==> config.mk <==
export PLATFORM = sky130hd
export DESIGN_NAME = edge_event_scheduler
export DESIGN_NICKNAME = d
export VERILOG_FILES = /design/src/rtl/rising_edge_detector.sv /design/src/rtl/edge_event_scheduler.sv
export SDC_FILE = /design/constraint.sdc
export NUM_CORES = 1
export LEC_CHECK = 0
export CAP_MARGIN = 5
export CORE_MARGIN = 5
export CORE_UTILIZATION = 42
export DETAILED_ROUTE_END_ITERATION = 7
export MAX_ROUTING_LAYER = met4
export PLACE_DENSITY_LB_ADDON = 0.25
export SYNTH_ARGS = -nofsm -noshare
export SYNTH_HDL_FRONTEND = slang
export SYNTH_SLANG_ARGS = --single-unit
==> constraint.sdc <==
create_clock -name clock -period 1.37 [get_ports clock]
set_input_delay 0.3425 -clock clock [delete_from_list [all_inputs] [get_ports clock]]
set_output_delay 0.3425 -clock clock [all_outputs]
set_load 0.02 [all_outputs]
==> src/rtl/rising_edge_detector.sv <==
// ----------------------------------------------------------------------------
// rising_edge_detector
//   Flags a 0->1 transition on a level input that is already synchronous to
//   clock. The previous sample resets to 0, so an input that is already high
//   when reset is released reports a rising edge on the first clock edge.
//
// Ports
//   clock    in   single clock, rising edge
//   resetn   in   asynchronous active-low reset
//   level_i  in   level input
//   rise_o   out  combinational rising-edge flag for the current cycle
// ----------------------------------------------------------------------------
module rising_edge_detector (
    input  logic clock,
    input  logic resetn,
    input  logic level_i,
    output logic rise_o
);

    logic prev_q;
    logic prev_d;

    always_comb begin
        prev_d = level_i;
        rise_o = level_i & ~prev_q;
    end

    always_ff @(posedge clock or negedge resetn) begin
        if (!resetn) begin
            prev_q <= 1'b0;
        end else begin
            prev_q <= prev_d;
        end
    end

endmodule

==> src/rtl/edge_event_scheduler.sv <==
// ----------------------------------------------------------------------------
// edge_event_scheduler
//   Watches CHANNELS level inputs for rising edges, latches each edge into a
//   per-channel pending flag and presents pending channels one at a time on a
//   valid/ready output register, chosen round-robin after the last grant. An
//   edge on a channel whose previous event is still pending is dropped and
//   recorded in a sticky overflow flag.
//
// Ports
//   clock           in   single clock, rising edge
//   resetn          in   asynchronous active-low reset
//   signals         in   [CHANNELS]     level inputs, synchronous to clock
//   event_valid     out                 an event is presented
//   event_ready     in                  consumer accepts the presented event
//   event_index     out  [INDEX_WIDTH]  channel of the presented event
//   pending         out  [CHANNELS]     captured, not yet presented events
//   overflow        out  [CHANNELS]     sticky lost-event flags
//   overflow_clear  in                  pulse clearing all overflow flags
// ----------------------------------------------------------------------------
module edge_event_scheduler #(
    parameter int unsigned CHANNELS    = 4,
    parameter int unsigned INDEX_WIDTH = $clog2(CHANNELS)
) (
    input  logic                   clock,
    input  logic                   resetn,
    input  logic [CHANNELS-1:0]    signals,
    output logic                   event_valid,
    input  logic                   event_ready,
    output logic [INDEX_WIDTH-1:0] event_index,
    output logic [CHANNELS-1:0]    pending,
    output logic [CHANNELS-1:0]    overflow,
    input  logic                   overflow_clear
);

    logic [CHANNELS-1:0]    rise;

    logic                   valid_q,      valid_d;
    logic [INDEX_WIDTH-1:0] index_q,      index_d;
    logic [INDEX_WIDTH-1:0] last_grant_q, last_grant_d;
    logic [CHANNELS-1:0]    pending_q,    pending_d;
    logic [CHANNELS-1:0]    overflow_q,   overflow_d;

    logic                   load;
    logic                   grant_found;
    logic [INDEX_WIDTH-1:0] grant_idx;
    logic [CHANNELS-1:0]    clear_mask;
    logic [CHANNELS-1:0]    shifted;
    int unsigned            cand;

    for (genvar g = 0; g < CHANNELS; g++) begin : g_det
        rising_edge_detector u_det (
            .clock   (clock),
            .resetn  (resetn),
            .level_i (signals[g]),
            .rise_o  (rise[g])
        );
    end

    // Round-robin pick: scan from last_grant+1 upward, wrapping, and take the
    // first pending channel. The last candidate checked is last_grant itself.
    always_comb begin
        grant_found = 1'b0;
        grant_idx   = '0;
        cand        = 0;
        shifted     = '0;
        for (int unsigned k = 1; k <= CHANNELS; k++) begin
            cand    = (32'(last_grant_q) + k) % CHANNELS;
            shifted = pending_q >> cand;
            if (!grant_found && shifted[0]) begin
                grant_found = 1'b1;
                grant_idx   = INDEX_WIDTH'(cand);
            end
        end
    end

    always_comb begin
        valid_d      = valid_q;
        index_d      = index_q;
        last_grant_d = last_grant_q;
        clear_mask   = '0;
        load         = ~valid_q | event_ready;

        if (load) begin
            if (grant_found) begin
                valid_d      = 1'b1;
                index_d      = grant_idx;
                last_grant_d = grant_idx;
                clear_mask   = {{(CHANNELS-1){1'b0}}, 1'b1} << grant_idx;
            end else begin
                valid_d = 1'b0;
            end
        end

        // A fresh edge on a bit being moved out re-arms it; an edge on a bit
        // that stays pending is lost and flagged.
        pending_d  = (pending_q & ~clear_mask) | rise;
        overflow_d = (overflow_clear ? '0 : overflow_q) | (rise & pending_q & ~clear_mask);
    end

    always_ff @(posedge clock or negedge resetn) begin
        if (!resetn) begin
            valid_q      <= 1'b0;
            index_q      <= '0;
            last_grant_q <= INDEX_WIDTH'(CHANNELS - 1);
            pending_q    <= '0;
            overflow_q   <= '0;
        end else begin
            valid_q      <= valid_d;
            index_q      <= index_d;
            last_grant_q <= last_grant_d;
            pending_q    <= pending_d;
            overflow_q   <= overflow_d;
        end
    end

    assign event_valid = valid_q;
    assign event_index = index_q;
    assign pending     = pending_q;
    assign overflow    = overflow_q;

endmodule

[Yosys cells after proc, flatten, opt, wreduce, memory -nomap -nowiden]
Cells that the tools add are included.
Widths: inputs -> output; s select.
Storage, ports and cells
  register bits after elaboration: 17
  bits in latches: 0
  memory bits (writable): 0
  ROM bits: 0
  output and inout port bits: 11
  word-level logic and storage cells: 53
  memories kept: 0
Operators by class
  add/subtract/negate cells: 4
  $mul: 0
  div/mod/pow operators: 0
  order comparisons: 0
  equal/unequal tests: 0
  shifts and indexed selects: 5
  muxes and demuxes: 12
  bitwise gates (word level): 16
  reduce and logical (&&, ||, !) cells: 7
Operator list (count)
  $shr 4x2->1: 4
  $and 4x4->4: 3
  $mux 4: 3
  $mux 2: 4
  $or 4x4->4: 2
  $mux 1: 5
  $not 1->1: 5
  $add 2x1->2 const B: 2
  $add 2x2->2 const B: 2
  $and 1x1->1: 4
  $not 4->4: 1
  $shl 1x2->4 const A: 1
  $logic_and 1x1->1: 3
  $logic_not 1->1: 3
  $reduce_and 2->1: 1
  $or 1x1->1: 1

[Logic depth before layout (Yosys ltp)]
  depth in word-level cells: 18
  mapped depth: 5

[By module]
From an unflattened synthesis, not the netlist that was laid out.
Unflattened totals
  cell total of the unflattened synthesis: 79
  area, all modules: 833.3 µm²
Modules (own cells, without submodules)
  edge_event_scheduler: times used 1, cells each 71, area an instance 678.2 µm²
  rising_edge_detector: times used 4, cells each 2, area an instance 38.8 µm²

[Worst setup path after synthesis]
Ideal clock, no wire load.
  kind: register -> register
  start: register pending_q[1], in the netlist pending[1]
  end: register pending_q[1], in the netlist pending[1]
  arrival time: 1415 ps
  required time: 1235 ps
  slack: -180 ps
  stages on the path, launching flop included: 5
  buffers on the path: 0
  clock period less this slack: 1550 ps
  cells stage by stage: dfrtp_1 -> or3b_1 -> o221a_2 -> a311oi_2 -> o22ai_1
Between the ends
  cells in the longest elaborated chain, start to end: 17
  elaborated cells between the ends (all ways): 24
  classes of those cells: 5 x shift; 10 x mux; 3 x bitwise; 6 x reduce/logical
Ends and longest elaborated chain
  start, declared: line edge_event_scheduler.sv:40  | logic [CHANNELS-1:0] pending_q, pending_d;
  start signal, assigned: line edge_event_scheduler.sv:111  | pending_q <= pending_d;
  $shr 4x2->1: line edge_event_scheduler.sv:68  | shifted = pending_q >> cand;
  $mux 1: line edge_event_scheduler.sv:69  | if (!grant_found && shifted[0]) begin
  $logic_not 1->1: line edge_event_scheduler.sv:69
  $logic_and 1x1->1: line edge_event_scheduler.sv:69
  $mux 1: line edge_event_scheduler.sv:69
  $logic_not 1->1: line edge_event_scheduler.sv:69
  $logic_and 1x1->1: line edge_event_scheduler.sv:69
  $mux 1: line edge_event_scheduler.sv:69
  [2 not listed]
  $mux 2: line edge_event_scheduler.sv:69
  $shl 1x2->4: line edge_event_scheduler.sv:88  | clear_mask = {{(CHANNELS-1){1'b0}}, 1'b1} << grant_idx;
  $mux 4: line edge_event_scheduler.sv:84  | if (grant_found) begin
  $mux 4: line edge_event_scheduler.sv:83  | if (load) begin
  $not 4->4: line edge_event_scheduler.sv:96  | pending_d = (pending_q & ~clear_mask) | rise;
  $and 4x4->4 *: line edge_event_scheduler.sv:96
  $or 4x4->4 *: line edge_event_scheduler.sv:96
  named net pending_d[1]: line edge_event_scheduler.sv:40
The timed path passes the listed nets; every way through them passes the cells marked *.
A chain may end at the register's enable or synchronous reset.

[Final worst setup path]
  start: register last_grant_q[0]
  end: register pending_q[1], in the netlist pending[1]
Between the ends
  cells in the longest elaborated chain, start to end: 18
  elaborated cells between the ends (all ways): 28
  classes of those cells: 4 x add/sub; 5 x shift; 10 x mux; 3 x bitwise; 6 x reduce/logical
Ends and longest elaborated chain
  start, declared: line edge_event_scheduler.sv:39  | logic [INDEX_WIDTH-1:0] last_grant_q, last_grant_d;
  start signal, assigned: line edge_event_scheduler.sv:104  | last_grant_q <= INDEX_WIDTH'(CHANNELS - 1);
  start signal, assigned: line edge_event_scheduler.sv:110  | last_grant_q <= last_grant_d;
  $add 2x1->2: line edge_event_scheduler.sv:67  | cand = (32'(last_grant_q) + k) % CHANNELS;
  $shr 4x2->1: line edge_event_scheduler.sv:68
  $mux 1: line edge_event_scheduler.sv:69
  $logic_not 1->1: line edge_event_scheduler.sv:69
  $logic_and 1x1->1: line edge_event_scheduler.sv:69
  $mux 1: line edge_event_scheduler.sv:69
  $logic_not 1->1: line edge_event_scheduler.sv:69
  $logic_and 1x1->1: line edge_event_scheduler.sv:69
  [3 not listed]
  $mux 2: line edge_event_scheduler.sv:69
  $shl 1x2->4: line edge_event_scheduler.sv:88
  $mux 4 *: line edge_event_scheduler.sv:84
  $mux 4 *: line edge_event_scheduler.sv:83
  $not 4->4 *: line edge_event_scheduler.sv:96
  $and 4x4->4 *: line edge_event_scheduler.sv:96
  $or 4x4->4 *: line edge_event_scheduler.sv:96
  named net pending_d[1]: line edge_event_scheduler.sv:40
Marks and branches as above.

==> flow_summary.ini <==
[placed_design]
dp_hpwl_um = 1190
port_buffers = 18
routabilityCongestion = 0.721
place_area_mm2 = 0.00107

[clock_network]
tritoncts = yes
clk_pin_slew_ns = 0.09
clock_sinks = 17
clock_path_buffers = 2
clk_latency_ns = 0.29
cts_made_buffers = 3
ctsRootBufferMaster = clkbuf_4
ctsHtreeMaxLevel = 1

[routing]
num_vias = 702
drt-wirelength-per-cell_um = 14.0
drc = 0
initialDrtViolationCount = 3
viasPerCell = 5.16
first_pass_iters = 4
wl_um = 1910
ant_nets = 0

[synth]
yosys_most_used_dff = dfrtp_1
seq_area_frac_synth_pct = 55.5
synthCells = 74
synth_area_leaders = dfrtp_1 49%, dfstp_2 6.8%, a21oi_1 5.8%, nor2b_1 4.9%, a21o_1 2.9%
synth_nets = 82
synth_largest_area_cell = dfrtp_1
synth-seq-cells = 17
async_flop_share_pct = 100
synth_most_common_cell = dfrtp_1
syn-cell-area_um2 = 771
synth.avg_cell_area_um2 = 10.4
synth_cell_types = 26
netlist_top_cells_count = 15 x dfrtp_1, 9 x a21oi_1, 6 x nor2_1, 6 x nor2b_1, 5 x inv_1
synth_edf_count = 0
yosysWarnings = 0
yosys.area.top_type_share_pct = 48.7

[sta]
worst_slew_pin_slew_ns = 0.390
finalHoldViolCount = 0
max_freq_mhz = 651
setup-tns-final_ns = -1.31
rsz0062_at_grt = true
period_minus_slack_ns = 1.54
finalClockSkew_ns = 0.00165
max_slew_margin_pct = 74.0
fin_crit_sh_pct = 112
setup_slack_ns = -0.167
maxSlewViolCount = 0
setup_viol = 12

[global_route]
grt_max_degree = 18
antenna_found_initial = 0
grt_pass1_vias = 739
grt_use_total_pct = 16.8
grt_pass1_wl_um = 3250
grt-ovfl-total = 0

[cells_and_area]
num_antenna_cells = 0
drive_gt1_share_pct = 42.3
design_area_mm2 = 0.00121
syn2layout_area_growth_pct = 57.5
nNetsFinal = 120
final_core_util_pct = 70.3

[run_status]
failed_checks = negative setup slack
status = finished, violations left

[worst_setup_path]
cp.required_ns = 1.54
cp_max_fo = 3
end_kind = flop
critPathLaunchType = flop
path_class = reg -> reg
worstPathArrival_ns = 1.71

[pwr]
clkPwrFrac_pct = 10.0
comb_power_share_pct = 56.9
leakagePower_nw = 0.532
p_per_area_mw_per_mm2 = 2200
netSwitchingFraction_pct = 41.4
seq_power_share_pct = 33.1
p_sw_mw = 1.10
intPower_mw = 1.56
ir_drop_mv = 1.22
finalPower_mw = 2.67

[floorplanning]
initial_core_util_pct = 44.6
die_area_mm2 = 0.00279
rows = 15
die_y_um = 52.8
die_x_um = 52.8
pin_count = 19
coreArea_mm2 = 0.00173

[hold_path]
holdCritPathClass = in -> async

[job]
cap_violations = 0
-- registers in the layout, summed over array words and instances (netlist names) --
signal,cells
last_grant_q,2
overflow,4
event_index,2
pending,4
event_valid,1
g_det.u_det.prev_q,4
-- layout make-up --
cell class                      instances  area (um2)
Sequential cell                        17         433
Multi-Input combinational cell         50         404
Clock buffer                            4        26.3
Fill cell                             135         513
Inverter                                5        18.8
Tap cell                               25        31.3
Timing Repair Buffer                   35         300
-- power groups by stage --
stage | Sequential [mW] | Clock, mW | Combinational (mW)
floorplan | 1.02 | 0 | 0.562
global placement | 0.887 | 0 | 1.18
detailed placement | 0.894 | 0 | 1.20
CTS | 0.869 | 0.279 | 1.41
global route | 0.912 | 0.295 | 1.65
finish | 0.883 | 0.267 | 1.52
-- cells in the final DEF, fill, tap and decap left out, types with 3 or more instances in the layout --
| master | instances |
|---|---|
| clkbuf_4 | 3 |
| nor3_1 | 4 |
| dfrtp_2 | 4 |
| clkdlybuf4s50_1 | 7 |
| nand2_1 | 3 |
| buf_2 | 3 |
| a21oi_2 | 4 |
| buf_4 | 15 |
| clkdlybuf4s15_1 | 6 |
| nor2_1 | 6 |
| buf_6 | 3 |
| inv_1 | 5 |
| nand2b_1 | 3 |
| nor2b_1 | 5 |
| a21oi_1 | 5 |
| dfrtp_1 | 11 |
-- critical path, cell delays in order, from the launching register on --
cell and delay [ns]:
dfstp_2 0.55, and2b_2 0.25, o221a_4 0.27, a311oi_4 0.25
o22ai_2 0.10
-- kinds of logic (layout without fill, tap and decap cells) --
kind of cell | Yosys count | count (layout) | share of synthesized area (%)
simple gates | 26 | 26 | 18.8
flops | 17 | 17 | 55.5
buf+inv | 7 | 44 | 4.38
compound gates | 24 | 24 | 21.3
-- timing repair --
| action | CTS | global route |
|---|---|---|
| hold buffers | 0 | 0 |
| gates resized for setup | 40 | 12 |
| setup buffers | 7 | 1 |
| setup endpoints to repair | 23 | 18 |
| pin swaps | 3 | 0 |
-- routing by layer --
metal	vias up	routed length [um]	global-route usage, %
met5	-	0	-
met4	0	69	12.3
met3	6	93	2.56
met2	15	896	25.8
met1	342	850	19.9
li1	339	-	-
-- path summary, 6_finish.rpt --
| check | endpoint | from | slack [ns] | depth (start not counted) |
|---|---|---|---|---|
| min in group clock | event_index[1] | event_index[1] | 0.50 | 1 |
| max in group asynchronous | last_grant_q[1] | resetn | 0.75 | 2 |
| setup reg to reg | pending[1] | last_grant_q[0] | -0.17 | 4 |
| hold / removal | pending[3] | resetn | 0.37 | 2 |
| hold reg to reg | event_index[1] | event_index[1] | 0.50 | 1 |
| setup / recovery | pending[1] | last_grant_q[0] | -0.17 | 4 |
-- through the flow --
| step | setup WS [ns] | std cells | hold slack, ns |
|---|---|---|---|
| final | -0.167 | 136 | 0.367 |
| after global routing | -0.232 | 136 | 0.377 |
| after CTS | -0.139 | 136 | 0.368 |
| after detailed placement | -0.306 | 125 | 0.465 |
| after global placement | -0.269 | 125 | 0.439 |
| after floorplan | -0.0439 | 74 | 0.0469 |
No activity file was read; power rests on OpenSTA's default activity.
